## src/rtl/apb_req_arbiter.sv

```systemverilog
// Round-robin arbiter that shares one apb_m command port between NREQ requesters.
// It tracks the APB SETUP/ENABLE phases and returns completion and read data to the granted requester.
module apb_req_arbiter #(
  parameter int NREQ = 4,
  parameter int AW   = 4,
  parameter int DW   = 8,
  parameter int TOUT = 15
) (
  input  logic               pclk,
  input  logic               preset,
  input  logic [NREQ-1:0]    req_valid,
  input  logic [NREQ*AW-1:0] req_addr,
  input  logic [NREQ*DW-1:0] req_wdata,
  input  logic [NREQ-1:0]    req_wr,
  output logic [NREQ-1:0]    req_ready,
  output logic [NREQ-1:0]    rsp_valid,
  output logic [DW-1:0]      rsp_rdata,
  output logic [2:0]         grant_id,
  output logic               busy,
  output logic               tout_err,
  output logic [AW-1:0]      m_addr,
  output logic [DW-1:0]      m_wdata,
  output logic               m_wr,
  output logic               m_newd,
  input  logic               psel,
  input  logic               penable,
  input  logic               pready,
  input  logic [DW-1:0]      prdata
);

  localparam int CW = $clog2(TOUT + 1);

  typedef enum logic [1:0] {S_IDLE, S_ISSUE, S_WAIT} state_t;

  state_t            state_q, state_d;
  logic [2:0]        rr_q, rr_d;
  logic [2:0]        grant_q, grant_d;
  logic [AW-1:0]     m_addr_q, m_addr_d;
  logic [DW-1:0]     m_wdata_q, m_wdata_d;
  logic              m_wr_q, m_wr_d;
  logic              m_newd_q, m_newd_d;
  logic [NREQ-1:0]   req_ready_q, req_ready_d;
  logic [NREQ-1:0]   rsp_valid_q, rsp_valid_d;
  logic [DW-1:0]     rsp_rdata_q, rsp_rdata_d;
  logic              busy_q, busy_d;
  logic              tout_err_q, tout_err_d;
  logic [CW-1:0]     cnt_q, cnt_d;
  logic              done;

  // Grant selection: lowest pending index above rr, else lowest pending overall.
  logic [NREQ-1:0]           above_rr;
  logic [NREQ-1:0]           masked;
  logic [NREQ-1:0]           cand;
  logic [NREQ-1:0]           gnt_oh;
  logic [AW-1:0][NREQ-1:0]   addr_col;
  logic [DW-1:0][NREQ-1:0]   wdata_col;
  logic [2:0][NREQ-1:0]      idx_col;
  logic [AW-1:0]             sel_addr;
  logic [DW-1:0]             sel_wdata;
  logic [2:0]                sel_idx;
  logic                      sel_wr;

  genvar gi, gb;
  generate
    for (gi = 0; gi < NREQ; gi++) begin : g_req
      assign above_rr[gi] = (3'(gi) > rr_q);
      for (gb = 0; gb < AW; gb++) begin : g_addr
        assign addr_col[gb][gi] = req_addr[gi*AW + gb];
      end
      for (gb = 0; gb < DW; gb++) begin : g_wdata
        assign wdata_col[gb][gi] = req_wdata[gi*DW + gb];
      end
      for (gb = 0; gb < 3; gb++) begin : g_idx
        assign idx_col[gb][gi] = (((gi >> gb) & 1) != 0);
      end
    end
    for (gb = 0; gb < AW; gb++) begin : g_sel_addr
      assign sel_addr[gb] = |(gnt_oh & addr_col[gb]);
    end
    for (gb = 0; gb < DW; gb++) begin : g_sel_wdata
      assign sel_wdata[gb] = |(gnt_oh & wdata_col[gb]);
    end
    for (gb = 0; gb < 3; gb++) begin : g_sel_idx
      assign sel_idx[gb] = |(gnt_oh & idx_col[gb]);
    end
  endgenerate

  assign masked = req_valid & above_rr;
  assign cand   = (|masked) ? masked : req_valid;
  assign gnt_oh = cand & (~cand + NREQ'(1));
  assign sel_wr = |(gnt_oh & req_wr);

  always_comb begin
    state_d     = state_q;
    rr_d        = rr_q;
    grant_d     = grant_q;
    m_addr_d    = m_addr_q;
    m_wdata_d   = m_wdata_q;
    m_wr_d      = m_wr_q;
    m_newd_d    = 1'b0;
    req_ready_d = '0;
    rsp_valid_d = '0;
    rsp_rdata_d = rsp_rdata_q;
    done        = 1'b0;
    case (state_q)
      S_IDLE: begin
        if (|req_valid) begin
          state_d     = S_ISSUE;
          grant_d     = sel_idx;
          m_addr_d    = sel_addr;
          m_wdata_d   = sel_wdata;
          m_wr_d      = sel_wr;
          m_newd_d    = 1'b1;
          req_ready_d = gnt_oh;
        end
      end
      S_ISSUE: begin
        m_newd_d = 1'b1;
        if (psel && penable) begin
          m_newd_d = 1'b0;
          // A zero-wait completer finishes in the first ENABLE cycle; catch it here.
          if (pready) done = 1'b1;
          else        state_d = S_WAIT;
        end
      end
      S_WAIT: begin
        if (psel && penable && pready) done = 1'b1;
      end
      default: state_d = S_IDLE;
    endcase
    if (done) begin
      state_d     = S_IDLE;
      rr_d        = grant_q;
      rsp_valid_d = NREQ'(1) << grant_q;
      rsp_rdata_d = m_wr_q ? '0 : prdata;
    end
  end

  always_comb begin
    if (state_q == S_IDLE)          cnt_d = '0;
    else if (cnt_q != CW'(TOUT))    cnt_d = cnt_q + CW'(1);
    else                            cnt_d = cnt_q;
    tout_err_d = tout_err_q | (cnt_d == CW'(TOUT));
    busy_d     = (state_d != S_IDLE);
  end

  always_ff @(posedge pclk) begin
    if (preset) begin
      state_q     <= S_IDLE;
      rr_q        <= 3'(NREQ - 1);
      grant_q     <= '0;
      m_addr_q    <= '0;
      m_wdata_q   <= '0;
      m_wr_q      <= 1'b0;
      m_newd_q    <= 1'b0;
      req_ready_q <= '0;
      rsp_valid_q <= '0;
      rsp_rdata_q <= '0;
      busy_q      <= 1'b0;
      tout_err_q  <= 1'b0;
      cnt_q       <= '0;
    end else begin
      state_q     <= state_d;
      rr_q        <= rr_d;
      grant_q     <= grant_d;
      m_addr_q    <= m_addr_d;
      m_wdata_q   <= m_wdata_d;
      m_wr_q      <= m_wr_d;
      m_newd_q    <= m_newd_d;
      req_ready_q <= req_ready_d;
      rsp_valid_q <= rsp_valid_d;
      rsp_rdata_q <= rsp_rdata_d;
      busy_q      <= busy_d;
      tout_err_q  <= tout_err_d;
      cnt_q       <= cnt_d;
    end
  end

  assign req_ready = req_ready_q;
  assign rsp_valid = rsp_valid_q;
  assign rsp_rdata = rsp_rdata_q;
  assign grant_id  = grant_q;
  assign busy      = busy_q;
  assign tout_err  = tout_err_q;
  assign m_addr    = m_addr_q;
  assign m_wdata   = m_wdata_q;
  assign m_wr      = m_wr_q;
  assign m_newd    = m_newd_q;

endmodule

```

## config.mk

```make
export PLATFORM = sky130hd
export DESIGN_NAME = apb_req_arbiter
export DESIGN_NICKNAME = d
export VERILOG_FILES = /design/src/rtl/apb_req_arbiter.sv
export SDC_FILE = /design/constraint.sdc
export NUM_CORES = 1
export LEC_CHECK = 0
export CAP_MARGIN = 10
export CORE_MARGIN = 1.5
export CORE_UTILIZATION = 45
export CTS_CLUSTER_DIAMETER = 60
export DETAILED_ROUTE_END_ITERATION = 6
export GPL_TIMING_DRIVEN = 0
export HOLD_SLACK_MARGIN = 0.02
export PLACE_DENSITY = 0.94
export SETUP_SLACK_MARGIN = 0.4
export SKIP_LAST_GASP = 1
export SLEW_MARGIN = 5
export SYNTH_ARGS = -nofsm -noshare
export SYNTH_HDL_FRONTEND = slang
export SYNTH_SLANG_ARGS = --single-unit
export TNS_END_PERCENT = 100
```

## constraint.sdc

```tcl
create_clock -name pclk -period 4.5 [get_ports pclk]
set_clock_uncertainty 0.05 [all_clocks]
set_input_delay 0.675 -clock pclk [delete_from_list [all_inputs] [get_ports pclk]]
set_output_delay 0.675 -clock pclk [all_outputs]
set_load 0.02 [all_outputs]
```

==> out/metrics.csv, run 1 <==
stage,metric,value,unit
route,ant_nets,0,
clock_network,path_clk_slew,70,ps
critical_path,crit_family,buffers and inverters,
critical_path,crit_slowest_cell,clkdlybuf4s50_1,
placed_design,port_buffers,102,
critical_path,worst-path-max-fanout,10,
critical_path,cp.buffers_inverters,3,
synthesis,synth.most_common_cell,dfxtp_1,
hold_path,hold_path_class,flip-flop to flip-flop,
synthesis,yosys.area_share.simple,23.87,%
timing,setup_viol,0,
timing,finalHoldViolations,0,
cells_and_area,regArea,840.8,sq um
synthesis,syn_inst,265,
clock_network,cts_setup_buffers,0,
synthesis,syn_nets,339,
synthesis,synth_top_family_by_area,compound AO/OA/AOI/OAI gates,
placed_design,place.gp.congestion,0.8265,
timing,tightest_slew,727.4,ps
cells_and_area,multi_input_area,1334,sq um
synthesis,syn_area,2327,sq um
route,drtIter0Drc,111,
route,vias,2461,
power,power.share.clock,21.3,%
global_routing,grt_max_degree,13,
floorplan,die_y,74.92,microns
hold_path,hp-start,rsp_rdata[2],
floorplan,core_area,4848,sq um
clock_network,cts_hold_buf,0,
critical_path,critical_path_required,4600,ps
synthesis,ys_types,52,
synthesis,synth-seq-area-share,36.13,%
route,drt-pass1-iter-count,4,
global_routing,grt_pass1_wl,10500,microns
power,p_int,0.0007621,W
floorplan,num_rows,25,
timing,fin_crit,2464,ps
floorplan,die_area,5612,sq um
synthesis,synth_commonest_cells,"dfxtp_1, a211oi_1, nor2_1, nand2_1",
timing,relSlewSlack,51.34,%
synthesis,ys.flop_type,dfxtp_1,
synthesis,yosys_warnings,0,
timing,rsz0062_at_grt,no,
synthesis,muxShareOfSynthArea,0.4301,%
critical_path,r2r_start,state_q[0],
cells_and_area,finalNetCount,448,
route,drc,0,
cells_and_area,insertedDiodeCount,0,
power,p_per_area,328.4,nW/um^2
synthesis,synth-compound-area-share,29.41,%
critical_path,critical_path.startpoint,req_valid[3],
clock_network,cts_made_buffers,5,
critical_path,slowest_delay,500,ps
power,finalPower,0.001157,W
timing,drv_slew,0,
global_routing,grt_pass1_vias,2345,
power,seqPwrFrac,39.2,%
synthesis,synth-xor-area-share,0.7527,%
cells_and_area,drive_gt1_share,9.067,%
timing,setup-tns-final,0,ps
critical_path,end_kind,flip-flop,
power,switchingPower,0.0003951,W
clock_network,clock-sinks,42,
cells_and_area,n_fill_cell,368,
synthesis,synth_edf_count,0,
timing,max_freq,0.4059,GHz
timing,period_share,54.75,%
clock_network,cts.path.max_buffers,2,
critical_path,timing.critical_path.from_type,input pin,
clock_network,post_cts_resized,0,
power,swShare,34.14,%
route,wl,6655,microns
power,combPwrFrac,39.5,%
route,viasPerCell,5.568,
clock_network,cts_tree,built,
floorplan,die-width,74.92,microns
critical_path,crit_type,input pin to flip-flop,
global_routing,antenna_found_initial,0,
clock_network,clock_latency,290,ps
placed_design,dpl.hpwl,5241,microns
synthesis,async_reset_ff_share,0,%
synthesis,synthAdderAreaFrac,2.688,%
critical_path,critPathArrivalTime,2560,ps
flow_run,maxCapViolations,0,
power,leakagePower,1.349,nW
power,vdd_ir_drop_max,177.4,uV
critical_path,crit_chain,"clkdlybuf4s50_1, buf_2, o21bai_1, clkbuf_1, and3_1, a211oi_1, a211oi_2",
cells_and_area,syn_to_final_growth,51.40,%
synthesis,yosys_register_bits,42,
clock_network,cts_root_buf,clkbuf_8,
global_routing,gr-total-overflow,0,
clock_network,htreeDepth,2,
synthesis,avgSynthCellArea,8.782,sq um
route,wl_per_cell,15.06,microns
global_routing,grt_usage,24.13,%
floorplan,start_util,48.00,%
synthesis,synth_top_area_share,36.13,%
synthesis,yosys-top-cells-area,"dfxtp_1, a211oi_1, a32oi_1, nor2_1, and2_1",
outcome,status,"complete, no violations",
floorplan,ios,104,
synthesis,synth_top_area_cell,dfxtp_1,
==> area by class of cell <==
type	count	share of cell area [%]
buffer	25	3.800
clock buffer	7	2.450
clock inverter	1	0.1420
inverter	5	0.5327
multi-input combinational	193	37.86
sequential	42	23.86
tap	67	2.379
timing repair buffer	102	28.98
==> registers in the layout, summed over array words and instances (netlist names) <==
signal,count
grant_id,2
rsp_rdata,8
m_addr,4
m_wr,1
req_ready,4
rr_q,2
m_wdata,8
cnt_q,4
busy,1
tout_err,1
m_newd,1
rsp_valid,4
state_q,2
==> worst paths after layout <==
kind / end / slack (ps) / cells past startpoint
max: m_wr / 2040 / 7
min: rsp_rdata[2] / 430 / 1
max reg2reg: m_wr / 2340 / 8
min reg2reg: rsp_rdata[2] / 430 / 1
==> cell families after synthesis <==
logic type                 Yosys count
AOI/OAI and AO/OA                   81
xor gates and xnor gates             2
adders and majority gates            5
buffers and inverters               30
DFF                                 42
muxes                                1
other                                1
and+or+nand+nor                    103
==> routing by layer <==
| metal | routed length [microns] | track usage [%] |
|---|---|---|
| met4 | 104 | 8.687 |
| met5 | 0 | 0 |
| met3 | 423 | 3.748 |
| met1 | 2812 | 29.79 |
| met2 | 3315 | 42.48 |
==> stage by stage <==
| step | std cells | util (%) | hold slack, ps | cell area, sq um | setup WS (ps) |
|---|---|---|---|---|---|
| detailed placement | 434 | 70.79 | 414.5 | 3432 | 1810 |
| finish | 442 | 72.67 | 430.1 | 3523 | 2036 |
| global route | 442 | 72.67 | 449.1 | 3523 | 1888 |
| global placement | 434 | 70.79 | 411.0 | 3432 | 1827 |
| floorplan | 265 | - | 450.1 | 2327 | 2510 |
| CTS | 442 | 72.67 | 435.1 | 3523 | 2092 |
==> power by group through the flow <==
stage	clock, W	combinational (W)	sequential [W]
final	0.000246	0.000458	0.000453
after global routing	0.000262	0.000493	0.000459
after CTS	0.000247	0.000455	0.000453
after detailed placement	0	0.000453	0.000461
after global placement	0	0.000442	0.000459
after floorplan	0	0.000205	0.000506
==> cell usage in the layout, fill, tap and decap left out, drive strengths merged, types with 2 or more instances in the layout <==
cell,n
nor3,8
nor2,28
a22o,8
a211oi,39
o21bai,3
a21oi,2
ha,5
nor4,3
nor4b,2
a2111oi,2
clkbuf,19
clkdlybuf4s50,102
dfxtp,42
inv,5
nand2b,2
a32oi,13
and2,13
or2,2
a31oi,2
o21ai,3
buf,13
nand2,20
and4b,2
nor2b,3
a311oi,2
nand3,3
and3,13
No activity file was read; power rests on OpenSTA's default activity.
==> inputs of run 2 (changes only) <==
Settings changed: CORE_UTILIZATION 45 to 42, PLACE_DENSITY 0.94 to 0.9.
Clock period 4.5 ns to 2.35 ns, I/O delays scaled along.
==> run 2 against run 1 <==
  * Clock power grew 100%
  * Critical path depth is the same
  * Power grew 100%
  * Flip-flop and latch count is the same
  * Combinational power grew 110%
  * Cell count grew 2.0%
  * Sequential share of layout area shrank 0.91 points
  * Global-route usage shrank 1.3 points
  * Critical path type unchanged
  * Critical endpoint is now m_addr[2]
  * Largest cell class unchanged
  * Largest power group unchanged
  * Highest routed layer unchanged
==> out/metrics.csv, run 2 (synthesized netlist as in run 1, its figures left out) <==
stage,metric,value,unit
floorplan,num_rows,26,
placed_design,dpl.hpwl,5094,microns
global_routing,grt_pass1_wl,11010,microns
placed_design,place.gp.congestion,0.8558,
clock_network,cts.path.max_buffers,2,
floorplan,ios,104,
timing,tightest_slew,521.9,ps
power,finalPower,0.002321,W
cells_and_area,insertedDiodeCount,0,
placed_design,placed_cell_area,3436,sq um
critical_path,timing.critical_path.from_type,input pin,
hold_path,hold_path_class,flip-flop to flip-flop,
floorplan,core_area,5238,sq um
route,viasPerCell,5.399,
placed_design,dp_slack,-32.90,ps
route,drtIter0Drc,118,
power,vdd_ir_drop_max,294.1,uV
critical_path,end_kind,flip-flop,
route,wl,6814,microns
critical_path,crit_chain,"clkdlybuf4s50_1, buf_4, o21bai_1, clkbuf_2, and3_1, a211oi_1, a211oi_1",
clock_network,htreeDepth,2,
critical_path,cp_common_cell,a211oi_1,
cells_and_area,final_area,3685,sq um
timing,worst_hold_slack,439.0,ps
critical_path,rr_worst_depth,8,
power,p_per_area,629.9,nW/um^2
global_routing,grt_pass1_vias,2338,
flow_run,maxCapViolations,0,
clock_network,path_clk_slew,90,ps
timing,drv_slew,0,
route,ant_nets,0,
timing,fin_crit,1909,ps
critical_path,crit_type,input pin to flip-flop,
route,wl_per_cell,15.11,microns
floorplan,die_y,77.44,microns
cells_and_area,drive_gt1_share,15.22,%
hold_path,holdPathStages,1,
clock_network,clock_latency,310,ps
critical_path,crit_slowest_cell,clkdlybuf4s50_1,
route,drc,0,
clock_network,clock-sinks,42,
route,drt-pass1-iter-count,4,
critical_path,critPathArrivalTime,2040,ps
cells_and_area,final_cell_mix,"clkdlybuf4s50_1, dfxtp_1, a211oi_1",
route,vias,2435,
placed_design,port_buffers,102,
floorplan,start_util,44.43,%
global_routing,antenna_found_initial,0,
critical_path,slowest_delay,500,ps
floorplan,die_area,5997,sq um
power,leakagePower,1.426,nW
critical_path,critical_path_required,2490,ps
clock_network,cts_root_buf,clkbuf_8,
timing,max_freq,0.5240,GHz
cells_and_area,final_common_cell,clkdlybuf4s50_1,
global_routing,grt_usage,22.87,%
global_routing,grt_max_degree,16,
timing,rsz0062_at_grt,yes,
global_routing,gr-total-overflow,0,
cells_and_area,finalNetCount,454,
critical_path,worst-path-max-fanout,10,
timing,period_share,81.21,%
outcome,status,"complete, no violations",
clock_network,cts_tree,built,
cells_and_area,syn_to_final_growth,58.33,%
floorplan,die-width,77.44,microns
timing,fin_ws,441.5,ps
timing,relSlewSlack,65.21,%
timing,finalHoldViolations,0,
clock_network,cts_made_buffers,5,
timing,setup_viol,0,
## run 2: cell count changes in the layout (fill, tap and decap cells not counted), moves of 3 or more
cell / change
clkbuf_2: +3
a32oi_2: +3
buf_2: -5
a32oi_1: -3
clkbuf_1: -6
a211oi_2: +5
clkbuf_4: +5
a211oi_1: -5
buf_4: +6
## run 2: power by group
part	internal (W)	total [W]	leakage (nW)	switching, W
sequential	0.000804	0.000874	0.345	0.0000699
clock	0.000214	0.000493	0.0447	0.000278
combinational	0.000475	0.000954	1.04	0.000479
total	0.00149	0.00232	1.43	0.000827
## run 2: layout make-up
| class | instances | area, sq um |
|---|---|---|
| fill | 408 | 1553 |
| multi-input combinational | 193 | 1405 |
| timing repair buffer | 108 | 1072 |
| sequential | 42 | 845.8 |
| buffer | 25 | 161.4 |
| tap | 70 | 87.58 |
| clock buffer | 5 | 68.82 |
| clock inverter | 3 | 25.02 |
| inverter | 5 | 18.77 |
## run 2: layer usage
layer	global-route usage (%)	wire, microns	up-vias
li1	-	-	1219
met1	30.04	3009	1119
met2	37.72	3303	87
met3	3.529	385	10
met4	8.545	115	0
met5	0	0	-
## run 2: final timing paths
| kind | startpoint | to | slack [ps] |
|---|---|---|---|
| worst min-delay path | rsp_rdata[4] | rsp_rdata[4] | 440 |
| worst min register to register | rsp_rdata[4] | rsp_rdata[4] | 440 |
| worst max register to register | state_q[0] | m_wr | 490 |
| worst max-delay path | req_valid[3] | m_addr[2] | 440 |
## run 2: what timing repair did
| action | in CTS | in global routing |
|---|---|---|
| endpoints found under the setup margin | 19 | 24 |
| buffers inserted | 5 | 1 |
| hold endpoints to repair | 0 | 0 |
| pin swaps | 2 | 2 |
| hold buffers | 0 | 0 |
| gates resized for setup | 11 | 25 |
## run 2: through the flow
stage,cells,util (%),TNS [ps]
floorplan,265,-,0
global placement,437,65.60,-1.143
detailed placement,437,65.60,-159.4
CTS,450,68.87,0
global route,451,70.35,0
finish,451,70.35,0
## run 2: worst max-delay path: cells and delay by family
family / cells / cell delay [ps]
buffers and inverters: 3 / 900
AOI/OAI and AO/OA: 3 / 590
and+or+nand+nor: 1 / 200
